File: config.mk
export PLATFORM = sky130hd
export DESIGN_NAME = conv_stream_feeder
export DESIGN_NICKNAME = d
export VERILOG_FILES = /design/src/rtl/conv_stream_feeder_pkg.sv /design/src/rtl/conv_stream_feeder_fifo.sv /design/src/rtl/conv_stream_feeder.sv
export SDC_FILE = /design/constraint.sdc
export NUM_CORES = 1
export LEC_CHECK = 0
export ABC_AREA = 0
export CORE_AREA = 5 5 165 167
export DETAILED_ROUTE_END_ITERATION = 7
export DIE_AREA = 0 0 170 172
export DONT_BUFFER_PORTS = 1
export GPL_ROUTABILITY_DRIVEN = 0
export HOLD_SLACK_MARGIN = 0.12
export PLACE_DENSITY = 0.71
export SYNTH_ARGS = -nofsm -noshare
export SYNTH_HDL_FRONTEND = slang
export SYNTH_HIERARCHICAL = 1
export SYNTH_SLANG_ARGS = --single-unit
File: constraint.sdc
create_clock -name clk -period 10.25 [get_ports clk]
set_clock_uncertainty 0.15 [all_clocks]
set_input_delay 2.05 -clock clk [delete_from_list [all_inputs] [get_ports clk]]
set_output_delay 2.05 -clock clk [all_outputs]
set_load 0.02 [all_outputs]
File: src/rtl/conv_stream_feeder_pkg.sv
// Shared types for the stream feeder: FSM states and channel identifiers.
package conv_stream_feeder_pkg;

    typedef enum logic [1:0] {
        IDLE = 2'd0,
        RUN  = 2'd1,
        DONE = 2'd2
    } state_t;

    typedef enum logic {
        CH_A = 1'b0,
        CH_B = 1'b1
    } chan_t;

endpackage

File: src/rtl/conv_stream_feeder_fifo.sv
// Small synchronous FIFO with occupancy count; one per output channel.
module stream_fifo #(
    parameter int WIDTH = 16,
    parameter int DEPTH = 4,
    localparam int PW   = (DEPTH > 1) ? $clog2(DEPTH) : 1,
    localparam int OW   = $clog2(DEPTH + 1)
) (
    input  logic             clk,
    input  logic             srst_in,
    input  logic             push,
    input  logic [WIDTH-1:0] din,
    input  logic             pop,
    output logic [WIDTH-1:0] dout,
    output logic             full,
    output logic             empty,
    output logic [OW-1:0]    occ
);

    logic [WIDTH-1:0] store [DEPTH];
    logic [PW-1:0]    wr_ptr, rd_ptr;
    logic             do_push, do_pop;

    // Pointers wrap explicitly so non-power-of-two depths work.
    function automatic logic [PW-1:0] ptr_next(input logic [PW-1:0] p);
        return (p == PW'(DEPTH - 1)) ? '0 : p + 1'b1;
    endfunction

    assign full    = (occ == OW'(DEPTH));
    assign empty   = (occ == '0);
    assign do_push = push && !full;
    assign do_pop  = pop && !empty;
    assign dout    = store[rd_ptr];

    // Data storage; contents are never observed while empty, so no reset.
    always_ff @(posedge clk) begin
        if (do_push) store[wr_ptr] <= din;
    end

    // Pointer and occupancy bookkeeping; push+pop leaves occupancy unchanged.
    always_ff @(posedge clk) begin
        if (srst_in) begin
            wr_ptr <= '0;
            rd_ptr <= '0;
            occ    <= '0;
        end else begin
            if (do_push) wr_ptr <= ptr_next(wr_ptr);
            if (do_pop)  rd_ptr <= ptr_next(rd_ptr);
            case ({do_push, do_pop})
                2'b10:   occ <= occ + 1'b1;
                2'b01:   occ <= occ - 1'b1;
                default: ;
            endcase
        end
    end

endmodule

File: src/rtl/conv_stream_feeder.sv
// Fetches A and B word streams from a shared 1-cycle-latency memory port
// and presents them on two valid/ready outputs through small FIFOs.
module conv_stream_feeder
    import conv_stream_feeder_pkg::*;
#(
    parameter int IO_DATA_WIDTH  = 16,
    parameter int EXT_MEM_HEIGHT = 1 << 20,
    parameter int FIFO_DEPTH     = 4,
    localparam int AW            = $clog2(EXT_MEM_HEIGHT)
) (
    input  logic                     clk,
    input  logic                     srst_in,
    input  logic                     start,
    input  logic [AW-1:0]            a_base,
    input  logic [AW-1:0]            b_base,
    input  logic [AW:0]              a_count,
    input  logic [AW:0]              b_count,
    output logic [AW-1:0]            mem_read_addr,
    output logic                     mem_read_en,
    input  logic [IO_DATA_WIDTH-1:0] mem_qout,
    output logic [IO_DATA_WIDTH-1:0] a_output,
    output logic                     a_valid,
    input  logic                     a_ready,
    output logic [IO_DATA_WIDTH-1:0] b_output,
    output logic                     b_valid,
    input  logic                     b_ready,
    output logic                     busy,
    output logic                     done
);

    localparam int OW = $clog2(FIFO_DEPTH + 1);

    state_t                   state;
    logic [AW-1:0]            base_q   [2];
    logic [AW-1:0]            issued_q [2];
    logic [AW:0]              rem_q    [2];
    logic                     rd_pend;
    chan_t                    rd_tag;
    chan_t                    rr_ptr;

    logic [1:0]               elig, push, pop, empty, full, rdy;
    logic [OW-1:0]            occ  [2];
    logic [IO_DATA_WIDTH-1:0] head [2];
    logic                     grant_vld, gsel, drained;
    chan_t                    grant_ch;

    assign rdy = {b_ready, a_ready};

    // Returning read data belongs to whichever channel was granted last cycle.
    assign push[0] = rd_pend && (rd_tag == CH_A);
    assign push[1] = rd_pend && (rd_tag == CH_B);

    for (genvar i = 0; i < 2; i++) begin : g_ch
        stream_fifo #(.WIDTH(IO_DATA_WIDTH), .DEPTH(FIFO_DEPTH)) u_fifo (
            .clk     (clk),
            .srst_in (srst_in),
            .push    (push[i]),
            .din     (mem_qout),
            .pop     (pop[i]),
            .dout    (head[i]),
            .full    (full[i]),
            .empty   (empty[i]),
            .occ     (occ[i])
        );
        assign pop[i] = !empty[i] && rdy[i];
        // Registered occupancy plus the in-flight word must leave room;
        // a same-cycle pop is deliberately not credited.
        assign elig[i] = (state == RUN) && (rem_q[i] != '0) && !full[i] &&
                         ((32'(occ[i]) + 32'(push[i])) < 32'(FIFO_DEPTH));
    end

    assign a_valid  = !empty[0];
    assign b_valid  = !empty[1];
    assign a_output = empty[0] ? '0 : head[0];
    assign b_output = empty[1] ? '0 : head[1];

    // Finished once nothing is left to fetch, nothing returns, and this
    // cycle's pops empty both FIFOs.
    assign drained = (rem_q[0] == '0) && (rem_q[1] == '0) && !rd_pend &&
                     (32'(occ[0]) == 32'(pop[0])) && (32'(occ[1]) == 32'(pop[1]));

    // Single-read-per-cycle arbiter; round-robin only matters when contested.
    always_comb begin
        grant_vld = |elig;
        grant_ch  = CH_A;
        if (&elig)        grant_ch = rr_ptr;
        else if (elig[1]) grant_ch = CH_B;
        gsel          = (grant_ch == CH_B);
        mem_read_en   = grant_vld;
        mem_read_addr = grant_vld ? base_q[gsel] + issued_q[gsel] : '0;
    end

    // Transfer-level FSM with registered busy/done.
    always_ff @(posedge clk) begin
        if (srst_in) begin
            state <= IDLE;
            busy  <= 1'b0;
            done  <= 1'b0;
        end else begin
            case (state)
                IDLE: if (start) begin
                    if (a_count == '0 && b_count == '0) begin
                        state <= DONE;
                        done  <= 1'b1;
                    end else begin
                        state <= RUN;
                        busy  <= 1'b1;
                    end
                end
                RUN: if (drained) begin
                    state <= DONE;
                    busy  <= 1'b0;
                    done  <= 1'b1;
                end
                default: begin
                    state <= IDLE;
                    done  <= 1'b0;
                end
            endcase
        end
    end

    // Per-channel fetch progress, read tag and arbitration pointer.
    always_ff @(posedge clk) begin
        if (srst_in) begin
            rd_pend <= 1'b0;
            rd_tag  <= CH_A;
            rr_ptr  <= CH_A;
            for (int i = 0; i < 2; i++) begin
                base_q[i]   <= '0;
                issued_q[i] <= '0;
                rem_q[i]    <= '0;
            end
        end else begin
            rd_pend <= grant_vld;
            if (grant_vld) rd_tag <= grant_ch;
            if (grant_vld && (&elig)) rr_ptr <= (grant_ch == CH_A) ? CH_B : CH_A;
            if (state == IDLE && start) begin
                base_q[0]   <= a_base;
                base_q[1]   <= b_base;
                issued_q[0] <= '0;
                issued_q[1] <= '0;
                rem_q[0]    <= a_count;
                rem_q[1]    <= b_count;
            end else if (grant_vld) begin
                issued_q[gsel] <= issued_q[gsel] + 1'b1;
                rem_q[gsel]    <= rem_q[gsel] - 1'b1;
            end
        end
    end

endmodule

# == Word-level counts from Yosys, hierarchy flattened ==
# Memory sizes are Yosys's and may differ from the RTL's. A register that Yosys moved wholly into a read port is not among the register bits.
# Cells that the tools add are included.
# classes
add_sub_neg,13
multipliers,0
div,0
magnitude_cmp,2
n_eq_ne,17
n_shift,0
mux,53
bitwise,7
reduce_logical,45
# ops
op,count
$mux W20,6
$logic_not A21 Y1,4
$mux W21,3
$reduce_bool A21 Y1,2
$mux W16,2
$mux W1,26
$mux W2,11
$logic_and A1 B1 Y1,21
$reduce_or A21 Y1,1
$sub A21 B1 Y21 const B,1
$add A20 B1 Y20 const B,1
$add A20 B20 Y20,1
$reduce_or A20 Y1,1
$eq A2 B2 Y1 const B,6
$pmux W3 S2,2
$add A2 B1 Y2 const B,4
$add A3 B1 Y4,2
$lt A4 B3 Y1 const B,2
$ne A2 B2 Y1 const B,4
$add A3 B1 Y3 const B,2
$eq A2 B1 Y1 const B,3
$eq A3 B1 Y1,2
$eq A3 B3 Y1 const B,2
$logic_not A3 Y1,2
12 further kinds,26
# totals
reg_bits,21
latchBits,0
ramBits,250
mem_bits_ro,0
inputBits,103
output_inout_bits,57
wordCells,154
memories,5
# memory_table
name,words,width,read_ports,rd_ports_with_merged_regs,wr,line_no,source
g_ch[0].u_fifo.store,4,16,1,1,1,conv_stream_feeder_fifo.sv:19,logic [WIDTH-1:0] store [DEPTH];
g_ch[1].u_fifo.store,4,16,1,1,1,conv_stream_feeder_fifo.sv:19,
rem_q,2,21,3,0,2,conv_stream_feeder.sv:36,logic [AW:0] rem_q [2];
base_q,2,20,1,0,2,conv_stream_feeder.sv:34,logic [AW-1:0] base_q [2];
issued_q,2,20,1,0,2,conv_stream_feeder.sv:35,logic [AW-1:0] issued_q [2];

# == Logic depth before layout (Yosys ltp) ==
# Gate-level depths: netlist (run 1).
# logic_depth
word_depth,12
mapped_depth,23
depth_no_buf,19

# == Cells and area by module ==
# The synthesis (run 1) kept the hierarchy.
# by_module_without_submodules
module,n_inst,cells_per_inst,area_each_um2,seq_area_each_um2
conv_stream_feeder,1,874,8245.4,3803.6
stream_fifo,2,138,2802.7,2102.0

# == Least setup slack after synthesis (run 1) ==
# OpenSTA, ideal clock, no wires.
# synth_timing
kind,flip-flop to output port
startpoint,memory rem_q[0][7] (netlist bit)
endpoint,output mem_read_addr[16]
t_arrival_ns,4.812
required_ns,8.050
path_slack_ns,3.238
stages_incl_launch_ff,21
path_buffers,3
path_cell_list,edfxtp_1 or4_4 nor4b_1 a21boi_1 nor2_4 buf_2 clkbuf_1 buf_1 nand2_1 nand2_1 ha_1 ha_1 a21o_1 nand3_1 a211o_1 a21oi_1 o21ai_0 a41oi_1 o21a_1 nor3_1 nor3_1
# synth_lines
element,line_no,source
start: declaration,conv_stream_feeder.sv:36,
end: declaration,conv_stream_feeder.sv:18,"output logic [AW-1:0] mem_read_addr,"

# == Worst setup path after layout (run 1) ==
# layout_timing
startpoint,register g_ch[1].u_fifo.occ[0]
endpoint,output mem_read_addr[16]
# layout_between
elab_chain_len,9
word_cells_on_any_way,14
classes_between,2 x add/sub; 1 x order compare; 1 x eq/ne; 3 x mux; 5 x reduce/logical; 2 x memory
# layout_lines
element,line_no,source
start: declaration,conv_stream_feeder_fifo.sv:16,output logic [OW-1:0] occ
start signal: assignment,conv_stream_feeder_fifo.sv:49,2'b10: occ <= occ + 1'b1;
start signal: assignment,conv_stream_feeder_fifo.sv:50,2'b01: occ <= occ - 1'b1;
$eq A3 B3 Y1 (*),conv_stream_feeder_fifo.sv:28,assign full = (occ == OW'(DEPTH));
net full[1],conv_stream_feeder.sv:41,"logic [1:0] elig, push, pop, empty, full, rdy;"
$logic_not A1 Y1 (*),conv_stream_feeder.sv:68,assign elig[i] = (state == RUN) && (rem_q[i] != '0) && !full[i] &&
$logic_and A1 B1 Y1 (*) (2 in a row),conv_stream_feeder.sv:68,
$mux W1 / $reduce_and A2 Y1 (equally long branches),"conv_stream_feeder.sv:87, conv_stream_feeder.sv:86",
$mux W1,conv_stream_feeder.sv:86,if (&elig) grant_ch = rr_ptr;
"$mem_v2 Z2 W20, on equally long branches",n/a,
$add A20 B20 Y20,conv_stream_feeder.sv:90,mem_read_addr = grant_vld ? base_q[gsel] + issued_q[gsel] : '0;
$mux W20 (*),conv_stream_feeder.sv:90,
# Mark *: on every way through the listed nets, which the timed path passes. The rest lies on a longest branch.

==> results.ini, run 1 <==
[worst_setup_path]
start_kind=flop
path_cells=or3b_1 > inv_1 > nor4_1 > a21boi_2 > nand2_4 > nand2_1 > nand2_1 > ha_1 > ha_1 > a21o_1 > nand3_1 > a211o_1 > a21oi_1 > o21ai_0 > a41oi_1 > o21a_1 > o21a_1 > nor3_1
crit_type=reg -> out
path_delay_family=simple AND/OR/NAND/NOR gates
crit_path_max_incr_delay_ns=0.60
crit_slowest_cell=a21boi_2
worstPathArrival_ns=6.02
worst-path-buf-inv=1
cp.depth=18
cp.required_ns=8.05
path_max_fanout=55
r2r_setup_slack_ns=5.18
end_kind=primary output
reg2regPathDepth=12

[pwr]
p_int_mw=2.12
vdd_drop_max_uv=166
power_per_cell_area_nw_per_um2=189
p_switching_mw=0.740
comb_power_share_pct=15.4
switching_share_pct=25.9
p_seq_share_pct=47.4
p_clk_share_pct=37.2
p_leak_nw=5.47

[synth]
ys_warn_count=6
syn_nets=1287
synth_area_um2=13900
yosys_most_used_dff=edfxtp_1
synthArstFlopShare_pct=0
seq_area_frac_synth_pct=57.8
syn_inst=1150
synth_edf_count=250
postSynthAreaPerCell_um2=12.0
ys_ff_latch=275
ys_types=79

[finish]
regArea_um2=8010
multi_input_area_um2=5550
num_antenna_cells=0
fillers=2020
mostFrequentLayoutCells=250 x edfxtp_1, 157 x nand2_1, 101 x nor2_1
layout_commonest_cell=edfxtp_1
final_util_pct=59.1
drive_gt1_share_pct=10.7
layout.nets=1282
syn_to_final_growth_pct=9.23
final_cells=1498
design_area_um2=15100

[timing]
fin_tns_setup_ns=0
period_needed_ns=8.22
fin_crit_sh_pct=80.2
finalHoldViolCount=0
max-slew-margin-rel_pct=28.3
setup_viol=0
tightest_slew_ns=1.07
rsz0062_at_grt=false
finalMaxSlewViolations=0
timing.hold.ws_ns=0.338
fmax_mhz=122

[floorplan]
core_um2=25600
die_h_um=172
pin_count=160
start_util_pct=54.1
die_area_um2=29200
placementRows=59
chipWidth_um=170

[placement]
hpwl_um=21000
placed_cell_area_um2=14200
dpl.cell_count=1450
io_buffers=0

[flow_run]
maxCapViolCount=0

[clock_tree]
postCtsSetupBuffers=0
root_buffer=clkbuf_16
clk_latency_ns=0.54
clkTransAtPathRegs_ns=0.06
cts_tree=done
holdBufCountCts=0
cts_buffer_depth=3
htreeDepth=1
cts_made_buffers=28
cts_num_sinks=275
cts_resized=0

[drt]
vias=8815
drt_iter0_drc=715
detail-route-antenna-nets=0
wire_per_inst_um=20.4
drc=0
routed_wl_um=30600
viasPerCell=5.88
firstDrtPassIters=5

[grt]
overflow=0
grt_pass1_vias=8640
grt_max_degree=83
grt_pass1_wl_um=47400
antenna_found_initial=0
track_usage_pct=20.5

[outcome]
status=completed

[hold_path]
hold_class=reg -> reg
whs_path_depth=2

[final timing paths]
kind / from / end
min reg2reg: g_ch[0].u_fifo/rd_ptr[0] / flop
max: g_ch[1].u_fifo/occ[0] / mem_read_addr[16]
max reg2reg: g_ch[1].u_fifo/occ[0] / rem_q[1][18]
min: g_ch[0].u_fifo/rd_ptr[0] / flop
[kinds of logic (layout without fill, tap and decap cells)]
family                     count (synthesis)  after routing  share of synthesized area [%]
and+or+nand+nor                          478            478                           17.2
DFF                                      275            275                           57.8
AOI/OAI and AO/OA                        156            156                           7.86
buffers and inverters                     77             90                           2.31
xor gates and xnor gates                  75             75                           4.74
muxes                                     55             55                           6.91
adders and majority gates                 34             34                           3.18
[state kept, by name, indices dropped and copies added, names as in the netlist, named ones only]
register / flops
state: 2
g_ch.u_fifo/occ: 6
rr_ptr: 1
g_ch.u_fifo/wr_ptr: 4
rd_tag: 1
g_ch.u_fifo/rd_ptr: 4
done: 1
rem_q: 42
g_ch.u_fifo/store: 128
busy: 1
rd_pend: 1
base_q: 40
issued_q: 40
[layer usage]
metal	wire length [µm]	global-route usage, %	vias to the layer above
met5	0	0	-
met4	556	4.41	0
met3	2220	4.30	43
met2	15400	35.8	288
met1	12400	26.7	4293
li1	-	-	4191
[power by group through the flow]
stage / clock network [mW] / registers (mW) / logic, mW
2_1_floorplan: 0 / 1.36 / 0.349
3_3_place_gp: 0 / 1.38 / 0.435
3_5_place_dp: 0 / 1.38 / 0.440
4_1_cts: 1.08 / 1.36 / 0.444
5_1_grt: 1.13 / 1.36 / 0.484
6_report: 1.06 / 1.36 / 0.440
[Yosys cell counts, types with 3 or more instances]
master    count  area, µm²
ha_1         32        400
nor2b_1      42        263
o21a_1        6       45.0
or4_4         4       45.0
nor3_1       25        125
a21o_1       15        113
and3_2        6       45.0
nand2b_1      3       18.8
buf_2         7       35.0
edfxtp_1    250       7510
mux2i_1      20        200
nor4_1       19        119
clkbuf_1     28        105
and2_1       44        275
nand3_1      21        105
o31ai_1       6       45.0
buf_1         5       18.8
inv_1        32        120
or4_1         5       37.5
a21boi_0      3       22.5
dfxtp_1      25        500
or3_1         9       56.3
o21ai_0      47        235
o211ai_1      3       22.5
mux4_2       32        721
xor2_1       34        298
nand4_1       8       50.1
xnor2_1      41        359
a211oi_1      4       30.0
nor2_1      102        383
a22o_1       12        105
a21oi_1      29        145
nand2_1     159        597
and3_1        8       50.1
[worst register-to-register path: stages, from the launching register on]
cell and delay, ns:
dfxtp_1 0.46, or3b_1 0.33, inv_1 0.08, nor4_1 0.58, a21boi_2 0.60, nand2_4 0.57, mux2i_1 0.45, ha_1 0.37
a21boi_1 0.38, nor3b_2 0.32, nand2_1 0.10, xor2_1 0.19, a22o_1 0.23
[cell type report]
type                       count  share of cell area (%)
multi-input combinational    798                    36.7
timing repair buffer           9                   0.447
clock buffer                  35                    4.95
inverter                      33                   0.819
tap                          335                    2.77
clock inverter                13                    1.42
sequential                   275                    52.9
[metrics by stage]
stage	power (mW)	setup WS (ns)
final	2.86	2.03
after global placement	1.81	2.72
after global routing	2.98	1.67
after detailed placement	1.82	2.62
after CTS	2.88	2.02
after floorplan	1.71	3.24
Power figures use the tool's default switching activity.
==> run 2, diff against run 1 <==
- clock period: 10.25 -> 7.7 ns (I/O delays scaled with it)
==> run 2 against run 1 <==
Effect of this change:
- critical path type unchanged
- utilization is essentially flat
- cell count grew 0.80%
- largest cell class unchanged
- total power grew 30%
==> results.ini, run 2 (synthesis gave the netlist of run 1 again) <==
[floorplan]
core_um2=25600  ; unchanged
start_util_pct=54.1  ; unchanged
die_area_um2=29200  ; unchanged
placementRows=59  ; unchanged
die_h_um=172  ; unchanged
pin_count=160  ; unchanged
chipWidth_um=170  ; unchanged

[grt]
grt_max_degree=83  ; unchanged
track_usage_pct=20.3  ; -0.20 points
grt_pass1_wl_um=47300  ; -0.15%
antenna_found_initial=0  ; unchanged
overflow=0  ; unchanged
grt_pass1_vias=8772  ; +1.5%

[timing]
fin_crit_sh_pct=91.7
finalMaxSlewViolations=0  ; unchanged
finalHoldViolCount=0  ; unchanged
tightest_slew_ns=1.10  ; +0.0280 ns
fin_tns_setup_ns=0  ; unchanged
max-slew-margin-rel_pct=26.5  ; -1.9 points
setup_viol=0  ; unchanged
fmax_mhz=142
rsz0062_at_grt=false
period_needed_ns=7.06

[finish]
regMostFlops=g_ch.u_fifo/store
layout_commonest_cell=edfxtp_1
drive_gt1_share_pct=11.5  ; +0.83 points
syn_to_final_growth_pct=9.18  ; about the same
reg.largest.list=g_ch.u_fifo/store x128, rem_q x42
num_antenna_cells=0  ; unchanged
final_util_pct=59.0  ; about the same
layout.nets=1290  ; +0.62%
mostFrequentLayoutCells=250 x edfxtp_1, 157 x nand2_1, 101 x nor2_1
largest_reg_flops=128  ; unchanged

[clock_tree]
htreeDepth=1  ; unchanged
cts_num_sinks=275  ; unchanged
postCtsSetupBuffers=0  ; unchanged
cts_buffer_depth=3  ; unchanged
holdBufCountCts=0  ; unchanged
cts_resized=0  ; unchanged
clkTransAtPathRegs_ns=0.06  ; about the same
clk_latency_ns=0.55  ; about the same
root_buffer=clkbuf_16
cts_tree=done
cts_made_buffers=28  ; unchanged

[drt]
firstDrtPassIters=5  ; unchanged
wire_per_inst_um=20.0  ; -2.1%
detail-route-antenna-nets=0  ; unchanged
drt_iter0_drc=745  ; +4.2%
routed_wl_um=30200  ; -1.3%
vias=8859  ; +0.50%
viasPerCell=5.87  ; -0.30%
drc=0  ; unchanged

[placement]
hpwl_um=20700  ; -1.2%
io_buffers=0  ; unchanged

[worst_setup_path]
crit_slowest_cell=nor4b_1
start_kind=flop
path_cells=or3b_1 > inv_1 > nor2_1 > nor4b_1 > o21ai_4 > nand2_4 > nand2_1 > nand2_1 > ha_1 > ha_1 > a21o_1 > nand3_1 > a211o_1 > a21oi_1 > o21ai_0 > a41oi_1 > o31ai_1 > xor2_1 > nor2_1
crit_type=reg -> out
worstPathArrival_ns=5.37  ; -0.65 ns
cp.required_ns=6.01  ; -2.04 ns
end_kind=primary output
crit_path_max_incr_delay_ns=0.60  ; about the same
path_max_fanout=39  ; -29%

[outcome]
status=completed

[pwr]
power_per_cell_area_nw_per_um2=245  ; +30%
vdd_drop_max_uv=204  ; +23%
p_leak_nw=5.49  ; +0.28%

[hold_path]
hold_class=reg -> reg

[flow_run]
maxCapViolCount=0  ; unchanged

-- run 2: critical path, delay by kind of cell, from the launching register on --
family          cells  cell delay, ns
xor+xnor            1            0.15
simple gates        8            2.18
fa+ha+maj           2            0.45
buf+inv             1            0.08
flops               1            0.46
compound gates      7            1.50
-- run 2: worst paths after layout --
check,startpoint,endpoint,slack (ns),cells past startpoint
max,g_ch[0].u_fifo/occ[0],mem_read_addr[18],0.64,19
min,g_ch[1].u_fifo/rd_ptr[0],g_ch[1].u_fifo/rd_ptr[0],0.34,2
max reg2reg,g_ch[0].u_fifo/occ[0],rem_q[1][20],2.65,14
min reg2reg,g_ch[1].u_fifo/rd_ptr[0],g_ch[1].u_fifo/rd_ptr[0],0.34,2
-- run 2: final cells by class --
type	instances	area [µm²]
Fill cell	2011	10500
Clock buffer	41	802
Tap cell	335	419
Sequential cell	275	8010
Inverter	33	124
Clock inverter	11	93.8
Multi-Input combinational cell	798	5550
Timing Repair Buffer	17	128
-- run 2: per-layer routing --
layer  routed length, µm  vias up  part of all wire (%)  global-route usage, %
met3                2280       55                   7.6                   3.84
li1                    -     4212                     -                      -
met2               14900      300                    49                   34.9
met4                 716        0                   2.4                   5.00
met5                   0        -                     0                      0
met1               12300     4292                    41                   26.9
-- run 2: stage by stage --
stage                     hold slack [ns]  cells  power (mW)  cell area [µm²]  worst slack, ns
after floorplan                     0.313   1150        2.28            13900             1.20
after global placement              0.322   1458        2.42            14200             1.32
after detailed placement            0.337   1458        2.43            14200             1.20
after CTS                           0.345   1510        3.74            15100            0.587
after global routing                0.377   1510        3.87            15100           0.0971
final                               0.341   1510        3.71            15100            0.642
-- run 2: power by group --
part	total [mW]	switching [mW]	internal, mW
registers	1.80	0.0649	1.74
clock network	1.31	0.552	0.757
logic	0.594	0.386	0.208
==> run 3, diff against run 2 <==
- GPL_TIMING_DRIVEN: unset -> 0
==> run 3 against run 2 <==
Effect of this change:
- critical path depth unchanged
- flip-flop and latch count unchanged
- maximum frequency down 3.7%
- non-clock buffer count up 27
- sequential share of layout area down 1.1 points
- cell count up 1.9%
- total power up 5.7%
- sequential power about the same
- via count up 3.2%
- count of clock-buffer cells in the layout down 8
- first-iteration DRC count up 6.0%
==> results.ini, run 3 (synthesis gave the netlist of run 1 again) <==
[pwr]
power_per_cell_area_nw_per_um2=254  ; +3.5%
vdd_drop_max_uv=200  ; -2.2%
p_leak_nw=5.61  ; +2.3%
fin_total_pwr_mw=3.92  ; +5.7%

[timing]
fin_crit_sh_pct=95.2  ; +3.5 points
tightest_slew_ns=0.932  ; -0.167 ns
setup_viol=0  ; unchanged
max-slew-margin-rel_pct=37.9  ; +11 points
finalMaxSlewViolations=0  ; unchanged
finalHoldViolCount=0  ; unchanged
period_needed_ns=7.33  ; +0.272 ns
rsz0062_at_grt=false
fmax_mhz=136  ; -3.7%

[clock_tree]
root_buffer=clkbuf_16
cts_made_buffers=29  ; +3.6%
cts_tree=done
clk_latency_ns=0.54  ; about the same
cts_num_sinks=275  ; unchanged
cts_buffer_depth=3  ; unchanged
htreeDepth=1  ; unchanged
holdBufCountCts=0  ; unchanged
clkTransAtPathRegs_ns=0.06  ; about the same

[placement]
hpwl_um=23000  ; +11%
dpl.cell_count=1487  ; +2.0%
io_buffers=0  ; unchanged

[finish]
multi_input_area_um2=5610  ; +1.2%
drive_gt1_share_pct=12.4  ; +0.90 points
syn_to_final_growth_pct=11.5
regArea_um2=8010  ; unchanged
layout.nets=1318  ; +2.2%
reg.largest.list=g_ch.u_fifo/store x128, rem_q x42
final_cells=1538  ; +1.9%
mostFrequentLayoutCells=250 x edfxtp_1, 157 x nand2_1, 101 x nor2_1
largest_reg_flops=128  ; unchanged
regMostFlops=g_ch.u_fifo/store
fillers=1985  ; -1.3%
layout_commonest_cell=edfxtp_1
num_antenna_cells=0  ; unchanged

[drt]
detail-route-antenna-nets=0  ; unchanged
routed_wl_um=32300  ; +7.0%
drc=0  ; unchanged
wire_per_inst_um=21.0  ; +5.0%
drt_iter0_drc=790  ; +6.0%
vias=9143  ; +3.2%
viasPerCell=5.94  ; +1.3%
firstDrtPassIters=5  ; unchanged

[worst_setup_path]
worst-path-buf-inv=3  ; +2
start_kind=flop
crit_slowest_cell=or4_4
worstPathArrival_ns=5.64  ; +0.27 ns
cp.required_ns=6.01  ; about the same
end_kind=primary output
crit_type=reg -> out
path_cells=or4_4 > or4_4 > o21ai_4 > nor2_4 > buf_2 > clkbuf_4 > clkbuf_2 > nand2_1 > nand2_1 > ha_1 > a21o_1 > a21o_1 > a21o_1 > a211oi_1 > o21ai_0 > a21o_1 > a21oi_1 > nand4_1 > nand2_1
path_delay_family=simple AND/OR/NAND/NOR gates
cp_common_cell=a21o_1
path_max_fanout=10  ; -74%
crit_path_max_incr_delay_ns=0.62  ; +0.02 ns

[floorplan]
die_h_um=172  ; unchanged
placementRows=59  ; unchanged
core_um2=25600  ; unchanged
chipWidth_um=170  ; unchanged
die_area_um2=29200  ; unchanged
pin_count=160  ; unchanged
start_util_pct=54.1  ; unchanged

[grt]
grt_pass1_vias=9197  ; +4.8%
track_usage_pct=21.9  ; +1.7 points
antenna_found_initial=0  ; unchanged
overflow=0  ; unchanged
grt_max_degree=43  ; -48%
grt_pass1_wl_um=50100  ; +6.0%

[hold_path]
hold_class=reg -> reg

[outcome]
status=completed

[flow_run]
maxCapViolCount=0  ; unchanged

## run 3: cell types whose count changed in the layout (fill, tap and decap cells not counted), moves of 3 or more
cell and delta:
clkbuf_1 +17, buf_4 -13, buf_2 +7, bufinv_16 +6
buf_1 +3, clkinv_1 +3, clkinv_2 -3, nor3_1 -3
nor3_2 +3
## run 3: through the flow
step | setup slack (ns) | area, µm² | TNS (ns) | hold slack (ns) | util [%]
floorplan | 1.20 | 13900 | 0 | 0.313 | -
global placement | -0.464 | 14300 | -1.54 | 0.332 | 55.7
detailed placement | -0.392 | 14300 | -1.12 | 0.339 | 55.9
CTS | 0.0853 | 15400 | 0 | 0.354 | 60.1
global route | 0.0376 | 15400 | 0 | 0.386 | 60.3
finish | 0.369 | 15400 | 0 | 0.350 | 60.3
## run 3: layer usage
metal	track usage, %	up-vias	part of all wire, %	wire length, µm
met1	28.4	4457	40	12800
met4	6.60	0	2.3	757
met2	37.4	350	50	16000
met5	0	-	0	0
li1	-	4273	-	-
met3	4.92	63	8.4	2700
## run 3: final timing paths
path / startpoint / end / slack (ns) / cells after the start
worst min-delay path: g_ch[0].u_fifo/rd_ptr[0] / g_ch[0].u_fifo/rd_ptr[0] / 0.35 / 2
worst max-delay path: rem_q[1][7] / mem_read_addr[19] / 0.37 / 19
worst min register to register: g_ch[0].u_fifo/rd_ptr[0] / g_ch[0].u_fifo/rd_ptr[0] / 0.35 / 2
worst max register to register: rem_q[0][7] / rem_q[0][20] / 2.85 / 12
## run 3: tightest hold or removal path: stages (launching register included)
cell	delay [ns]
dfxtp_1	0.32
nand2_1	0.06
a21oi_1	0.07
## run 3: timing repair
item	4_1_cts	5_1_grt
pin swaps	1	1
gates resized for setup	12	12
buffers inserted	1	0
setup endpoints to repair	16	7
## run 3: layout make-up
cell class	count	share of cell area, %
flip-flops and latches	275	51.8
multi-input cells	798	36.3
inverters	33	0.802
clock buffers	33	4.80
clock inverters	20	1.86
repair buffers	3	0.356
plain buffers	41	1.28
well taps	335	2.71
## run 3: power by group
part / leakage [nW] / internal [mW] / switching (mW)
clock network: 0.498 / 0.925 / 0.573
registers: 2.69 / 1.74 / 0.0635
logic: 2.42 / 0.214 / 0.407
